File: src/rtl/key_debounce_pkg.sv
// Purpose: shared constants and helpers for the push-button input stage.
// Latency: n/a (package only).
// Backpressure: n/a (package only).
package key_debounce_pkg;

   // Board system clock; used to set CLK_FREQ where key_debounce is instantiated.
   localparam int CLK_FREQ_HZ = 27_000_000;

   function automatic int max_int(input int a, input int b);
      return (a > b) ? a : b;
   endfunction

endpackage

File: src/rtl/key_debounce_if.sv
// Purpose: bundles the raw key input and the conditioned key events/level.
// Latency: n/a (wiring only).
// Backpressure: none; events are one-cycle pulses with no ready, sink must sample every cycle.
//
// Signals:
//   key_in      raw push-button level, asynchronous to the clock
//   key_state   debounced level, 1 = pressed
//   key_press   one-cycle pulse on an accepted press
//   key_release one-cycle pulse on an accepted release
//   key_long    one-cycle pulse, at most once per press, on a long hold
// master = board/button side, slave = the debouncer.
interface key_debounce_if;
   logic key_in;
   logic key_state;
   logic key_press;
   logic key_release;
   logic key_long;

   modport master (
      output key_in,
      input  key_state,
      input  key_press,
      input  key_release,
      input  key_long
   );

   modport slave (
      input  key_in,
      output key_state,
      output key_press,
      output key_release,
      output key_long
   );
endinterface

File: src/rtl/sync_2ff.sv
// Purpose: generic two-flop synchroniser for asynchronous inputs, reset value selectable.
// Latency: 2 clk edges from input change to output.
// Backpressure: none; free-running sampler.
//
// Ports: clk, rst_n (async active-low), d_i (async input), q_o (synchronised output).
module sync_2ff #(
   parameter int               WIDTH   = 1,
   parameter logic [WIDTH-1:0] RST_VAL = '0
) (
   input  logic             clk,
   input  logic             rst_n,
   input  logic [WIDTH-1:0] d_i,
   output logic [WIDTH-1:0] q_o
);

   logic [WIDTH-1:0] s1_q;
   logic [WIDTH-1:0] s2_q;

   always_ff @(posedge clk or negedge rst_n) begin
      if (!rst_n) begin
         s1_q <= RST_VAL;
         s2_q <= RST_VAL;
      end else begin
         s1_q <= d_i;
         s2_q <= s1_q;
      end
   end

   assign q_o = s2_q;

endmodule

File: src/rtl/key_debounce.sv
// Purpose: turns one raw bouncing push-button into a debounced level plus press/release/long pulses.
// Latency: press/release pulse DB_CYC+2 edges after the first edge sampling the new stable level.
// Backpressure: none; outputs are registered pulses/level with no ready.
//
// Ports: clk, rst_n (async active-low), kif (slave modport: key_in in; key_state,
// key_press, key_release, key_long out).
module key_debounce
   import key_debounce_pkg::*;
#(
   parameter int   CLK_FREQ    = CLK_FREQ_HZ,
   parameter int   DEBOUNCE_MS = 20,
   parameter int   LONG_MS     = 1000,
   parameter logic KEY_ACTIVE  = 1'b0
) (
   input  logic           clk,
   input  logic           rst_n,
   key_debounce_if.slave  kif
);

   localparam int DB_CYC   = CLK_FREQ / 1000 * DEBOUNCE_MS;
   localparam int LONG_CYC = CLK_FREQ / 1000 * LONG_MS;
   localparam int CNT_W    = max_int(1, $clog2(max_int(DB_CYC, LONG_CYC)));

   localparam logic [CNT_W-1:0] DB_LAST   = CNT_W'(DB_CYC - 1);
   localparam logic [CNT_W-1:0] LONG_LAST = CNT_W'(LONG_CYC - 1);

   typedef enum logic [1:0] {
      IDLE       = 2'd0,
      PRESS_DB   = 2'd1,
      HELD       = 2'd2,
      RELEASE_DB = 2'd3
   } state_t;

   state_t           state_q;
   logic [CNT_W-1:0] db_cnt_q;
   logic [CNT_W-1:0] long_cnt_q;
   logic [CNT_W-1:0] long_cnt_d;
   logic             long_done_q;
   logic             key_state_q;
   logic             press_q;
   logic             release_q;
   logic             long_q;
   logic             key_s2;
   logic             act;

   // Reset to the inactive level so a key held through reset still shows a fresh edge.
   sync_2ff #(
      .WIDTH   (1),
      .RST_VAL (~KEY_ACTIVE)
   ) u_sync (
      .clk   (clk),
      .rst_n (rst_n),
      .d_i   (kif.key_in),
      .q_o   (key_s2)
   );

   assign act = (key_s2 == KEY_ACTIVE);

   // Hold counter saturates so a very long press never re-arms key_long by wrapping.
   assign long_cnt_d = (long_cnt_q == LONG_LAST) ? long_cnt_q : long_cnt_q + 1'b1;

   always_ff @(posedge clk or negedge rst_n) begin
      if (!rst_n) begin
         state_q     <= IDLE;
         db_cnt_q    <= '0;
         long_cnt_q  <= '0;
         long_done_q <= 1'b0;
         key_state_q <= 1'b0;
         press_q     <= 1'b0;
         release_q   <= 1'b0;
         long_q      <= 1'b0;
      end else begin
         press_q   <= 1'b0;
         release_q <= 1'b0;
         long_q    <= 1'b0;
         case (state_q)
            IDLE: begin
               if (act) begin
                  state_q  <= PRESS_DB;
                  db_cnt_q <= '0;
               end
            end
            PRESS_DB: begin
               if (!act) begin
                  state_q  <= IDLE;
                  db_cnt_q <= '0;
               end else if (db_cnt_q == DB_LAST) begin
                  state_q     <= HELD;
                  press_q     <= 1'b1;
                  key_state_q <= 1'b1;
                  long_cnt_q  <= '0;
                  long_done_q <= 1'b0;
               end else begin
                  db_cnt_q <= db_cnt_q + 1'b1;
               end
            end
            HELD: begin
               if (!act) begin
                  // Hold time is frozen (not cleared) so a rejected release bounce
                  // does not restart the long-press measurement.
                  state_q  <= RELEASE_DB;
                  db_cnt_q <= '0;
               end else begin
                  long_cnt_q <= long_cnt_d;
                  if (long_cnt_q == LONG_LAST && !long_done_q) begin
                     long_q      <= 1'b1;
                     long_done_q <= 1'b1;
                  end
               end
            end
            RELEASE_DB: begin
               if (act) begin
                  state_q <= HELD;
               end else if (db_cnt_q == DB_LAST) begin
                  state_q     <= IDLE;
                  release_q   <= 1'b1;
                  key_state_q <= 1'b0;
                  db_cnt_q    <= '0;
               end else begin
                  db_cnt_q <= db_cnt_q + 1'b1;
               end
            end
            default: state_q <= IDLE;
         endcase
      end
   end

   assign kif.key_state   = key_state_q;
   assign kif.key_press   = press_q;
   assign kif.key_release = release_q;
   assign kif.key_long    = long_q;

endmodule

File: src/flat_wrapper.sv
// flat-port wrapper written by rule: the top's interface ports become plain ports
module key_debounce_flat import key_debounce_pkg::*;
#(
   parameter int   CLK_FREQ    = CLK_FREQ_HZ,
   parameter int   DEBOUNCE_MS = 20,
   parameter int   LONG_MS     = 1000,
   parameter logic KEY_ACTIVE  = 1'b0
)
  (clk, rst_n, kif_key_in, kif_key_state, kif_key_press, kif_key_release, kif_key_long);
  key_debounce_if kif_i ();
  input  logic clk;
  input  logic rst_n;
  input wire logic [$bits(kif_i.key_in)-1:0] kif_key_in;
  output wire logic [$bits(kif_i.key_state)-1:0] kif_key_state;
  output wire logic [$bits(kif_i.key_press)-1:0] kif_key_press;
  output wire logic [$bits(kif_i.key_release)-1:0] kif_key_release;
  output wire logic [$bits(kif_i.key_long)-1:0] kif_key_long;
  assign kif_i.key_in = kif_key_in;
  assign kif_key_state = kif_i.key_state;
  assign kif_key_press = kif_i.key_press;
  assign kif_key_release = kif_i.key_release;
  assign kif_key_long = kif_i.key_long;
  key_debounce #(.CLK_FREQ(CLK_FREQ), .DEBOUNCE_MS(DEBOUNCE_MS), .LONG_MS(LONG_MS), .KEY_ACTIVE(KEY_ACTIVE)) u_core (.clk(clk), .rst_n(rst_n), .kif(kif_i));
endmodule
File: config.mk
export PLATFORM = sky130hd
export DESIGN_NAME = key_debounce_flat
export DESIGN_NICKNAME = d
export VERILOG_FILES = /design/src/rtl/key_debounce_pkg.sv /design/src/rtl/key_debounce_if.sv /design/src/rtl/sync_2ff.sv /design/src/rtl/key_debounce.sv /design/src/flat_wrapper.sv
export SDC_FILE = /design/constraint.sdc
export NUM_CORES = 1
export LEC_CHECK = 0
export ABC_AREA = 0
export CELL_PAD_IN_SITES_DETAIL_PLACEMENT = 0
export CELL_PAD_IN_SITES_GLOBAL_PLACEMENT = 1
export CORE_MARGIN = 2
export CORE_UTILIZATION = 35
export DETAILED_ROUTE_END_ITERATION = 6
export PLACE_DENSITY = 0.64
export SYNTH_ARGS = -nofsm -noshare
export SYNTH_HDL_FRONTEND = slang
export SYNTH_SLANG_ARGS = --single-unit
File: constraint.sdc
create_clock -name clk -period 5.7 [get_ports clk]
set_clock_uncertainty 0.15 [all_clocks]
set_input_delay 0.855 -clock clk [delete_from_list [all_inputs] [get_ports clk]]
set_output_delay 0.855 -clock clk [all_outputs]
set_load 0.01 [all_outputs]
==> impl_metrics.toml <==
[timing]
max_freq_mhz = 316
timing.final.crit_period_ns = 3.17
setup_tns_ns = 0
tightest_slew_ns = 1.07
period_share_pct = 55.6
grt_setup_unrepaired = "false"
drv_slew = 0
setup_viol = 0
hold_viol = 0
hold_slack_ns = 0.206
relSlewSlack_pct = 28.4

[logic_synthesis]
yosysSeqAreaShare_pct = 43.5
ys_ff_latch = 59
async_reset_ff_share_pct = 100
ys_warn_count = 0
syn_nets = 387
avgSynthCellArea_um2 = 8.91
yosysTopAreaCell = "dfrtp_1"
synthFlopType = "dfrtp_1"
syn_inst = 382
yosysUniqueCellTypes = 55
synth_area_leaders = "dfrtp_1, a31oi_1, nand2_1"
yosysTopAreaCellShare_pct = 41.9
synth_edf_count = 0
synth_area_um2 = 3400

[critical_path]
worstPathCellList = "ha_1 > nand3_1 > or2_2 > or4_1 > a311oi_2 > o21ba_2"
regToRegSetupSlack_ns = 2.53
required_ns = 5.78
crit_family = "compound AO/OA/AOI/OAI gates"
reg2regPathDepth = 6
endpoint_kind = "flop"
crit_slowest_cell = "a311oi_2"
r2r_end = "u_core.db_cnt_q[23]$_DFFE_PN0P_"
cp-start-kind = "flop"
slowest_delay_ns = 0.96
crit-reg2reg-launch = "u_core.db_cnt_q[0]$_DFFE_PN0P_"
worst-path-buf-inv = 0
worstSetupPathType = "flop to flop"
path_max_fanout = 14
crit_arrival_ns = 3.25

[floorplan]
dieArea_um2 = 10500
core.rowCount = 35
die_w_um = 103
core_area_um2 = 9330
ioPinCount = 7
start_util_pct = 36.5
dieHeight_um = 103

[clock_tree]
cts_post_setup_buffers_inserted = 0
tritoncts = "built"
clock_latency_ns = 0.35
cts_resized = 0
h-tree-depth = 3
numCtsBuffers = 9
clock_sinks = 59
clkSlewWorstSetupHoldPaths_ns = 0.06
clockBufferDepth = 2
root_buffer = "clkbuf_8"
cts_hold_buf = 0

[flow_run]
drv_cap = 0

[cells_and_area]
nFillCells = 955
multi_input_area_um2 = 1780
nets = 385
final_util_pct = 39.7
ff_latch_area_um2 = 1480
drive_above_1_share_pct = 7.79
n_antenna_cell = 0
syn2layout_area_growth_pct = 8.90
mostFrequentLayoutCells = "dfrtp_1, nand2_1, nor2_1"
design_area_um2 = 3700
final_common_cell = "dfrtp_1"

[grt]
antenna_found_initial = 0
track_usage_pct = 17.8
grt_max_degree = 60
grt_pass1_vias = 2812
grt.overflow.total = 0
grt_pass1_wl_um = 14500

[hold_path]
min_path_cells = 0
hold_class = "flop to flop"
min_from = "u_core.u_sync.s1_q$_DFF_PN1_"
min_to = "u_core.u_sync.q_o$_DFF_PN1_"

[routing]
vias = 2938
drt-total-wl_um = 8760
drc = 0
dr.pass1.iters = 4
routedWlPerCell_um = 17.0
ant_nets = 0
drt_iter0_markers = 170
drt-vias-per-instance = 5.72

[power]
vdd_drop_max_uv = 80.3
seq_power_share_pct = 52.8
p_leak_nw = 1.42
power.density_nw_per_um2 = 217
p_switching_uw = 197
clockPowerShare_pct = 43.7
intPower_uw = 608
p_comb_share_pct = 3.4
swShare_pct = 24.5

[placed_design]
dp_hpwl_um = 5840
post_dp_cell_area_um2 = 3530
io_buffers = 6
place_congestion = 0.826

[status]
status = "finished, final reports clean"
registers in the layout, summed over array words and instances, names as in the netlist, named ones only:
name / cells
u_core.db_cnt_q: 25
u_core.long_cnt_q: 25
u_core.kif.key_long: 1
u_core.kif.key_press: 1
u_core.kif.key_release: 1
u_core.kif.key_state: 1
u_core.long_done_q: 1
u_core.state_q: 1
u_core.u_sync.q_o: 1
u_core.u_sync.s1_q: 1
power groups by stage:
stage	combinational, mW	sequential [mW]	clock, mW
after floorplan	0.0154	0.431	0
after global placement	0.0288	0.433	0
after detailed placement	0.0288	0.434	0
after CTS	0.0290	0.426	0.361
after global routing	0.0322	0.426	0.384
final	0.0277	0.426	0.352
logic make-up (layout without fill, tap and decap cells):
| kind of cell | after synthesis | after routing | synth area share, % |
|---|---|---|---|
| AOI/OAI and AO/OA | 104 | 104 | 20.5 |
| xor gates and xnor gates | 9 | 9 | 2.32 |
| adders and majority gates | 2 | 2 | 0.735 |
| buffers and inverters | 32 | 35 | 4.08 |
| DFF | 59 | 59 | 43.5 |
| and+or+nand+nor | 176 | 176 | 28.9 |
synth_stat cells (all sizes together), types with 3 or more instances:
cell / number
a21o: 3
o21ai: 18
o31ai: 8
buf: 8
o2111ai: 4
nor3: 9
a21oi: 24
nand4: 15
nor2: 29
nor4b: 4
dfrtp: 57
nand3: 23
or4: 13
and3: 8
inv: 12
or3: 8
nand2: 37
nor4: 14
xor2: 8
nand2b: 6
a41oi: 8
clkbuf: 12
a31oi: 24
area by class of cell:
cell class | instances | area share [%]
Clock buffer | 14 | 4.39
Clock inverter | 2 | 0.270
Inverter | 12 | 1.22
Multi-Input combinational cell | 291 | 48.2
Sequential cell | 59 | 39.9
Tap cell | 129 | 4.36
Timing Repair Buffer | 7 | 1.69
stage by stage:
stage	total power, mW	setup WS [ns]	cells
finish	0.805	2.53	514
global route	0.842	2.31	514
CTS	0.816	2.51	514
detailed placement	0.462	2.52	498
global placement	0.462	2.53	498
floorplan	0.446	3.20	382
layer usage:
| metal | share of wire, % | vias up | global-route usage [%] |
|---|---|---|---|
| met5 | 0 | - | 0 |
| met4 | 1.7 | 0 | 7.18 |
| met3 | 1.8 | 13 | 2.64 |
| met2 | 49 | 26 | 29.8 |
| met1 | 47 | 1443 | 23.2 |
| li1 | - | 1456 | - |
how the worst max path moves through the flow:
stage                                     startpoint                           endpoint  slack (ns)  depth (start not counted)
floorplan           u_core.long_cnt_q[8]$_DFFE_PN0P_  u_core.long_cnt_q[10]$_DFFE_PN0P_        3.20                          8
global placement      u_core.db_cnt_q[0]$_DFFE_PN0P_    u_core.db_cnt_q[23]$_DFFE_PN0P_        2.53                          6
detailed placement    u_core.db_cnt_q[0]$_DFFE_PN0P_    u_core.db_cnt_q[23]$_DFFE_PN0P_        2.52                          6
CTS                   u_core.db_cnt_q[0]$_DFFE_PN0P_    u_core.db_cnt_q[23]$_DFFE_PN0P_        2.51                          6
global route          u_core.db_cnt_q[0]$_DFFE_PN0P_    u_core.db_cnt_q[23]$_DFFE_PN0P_        2.31                          6
finish                u_core.db_cnt_q[0]$_DFFE_PN0P_    u_core.db_cnt_q[23]$_DFFE_PN0P_        2.53                          6
No activity file was read; power rests on OpenSTA's default activity.
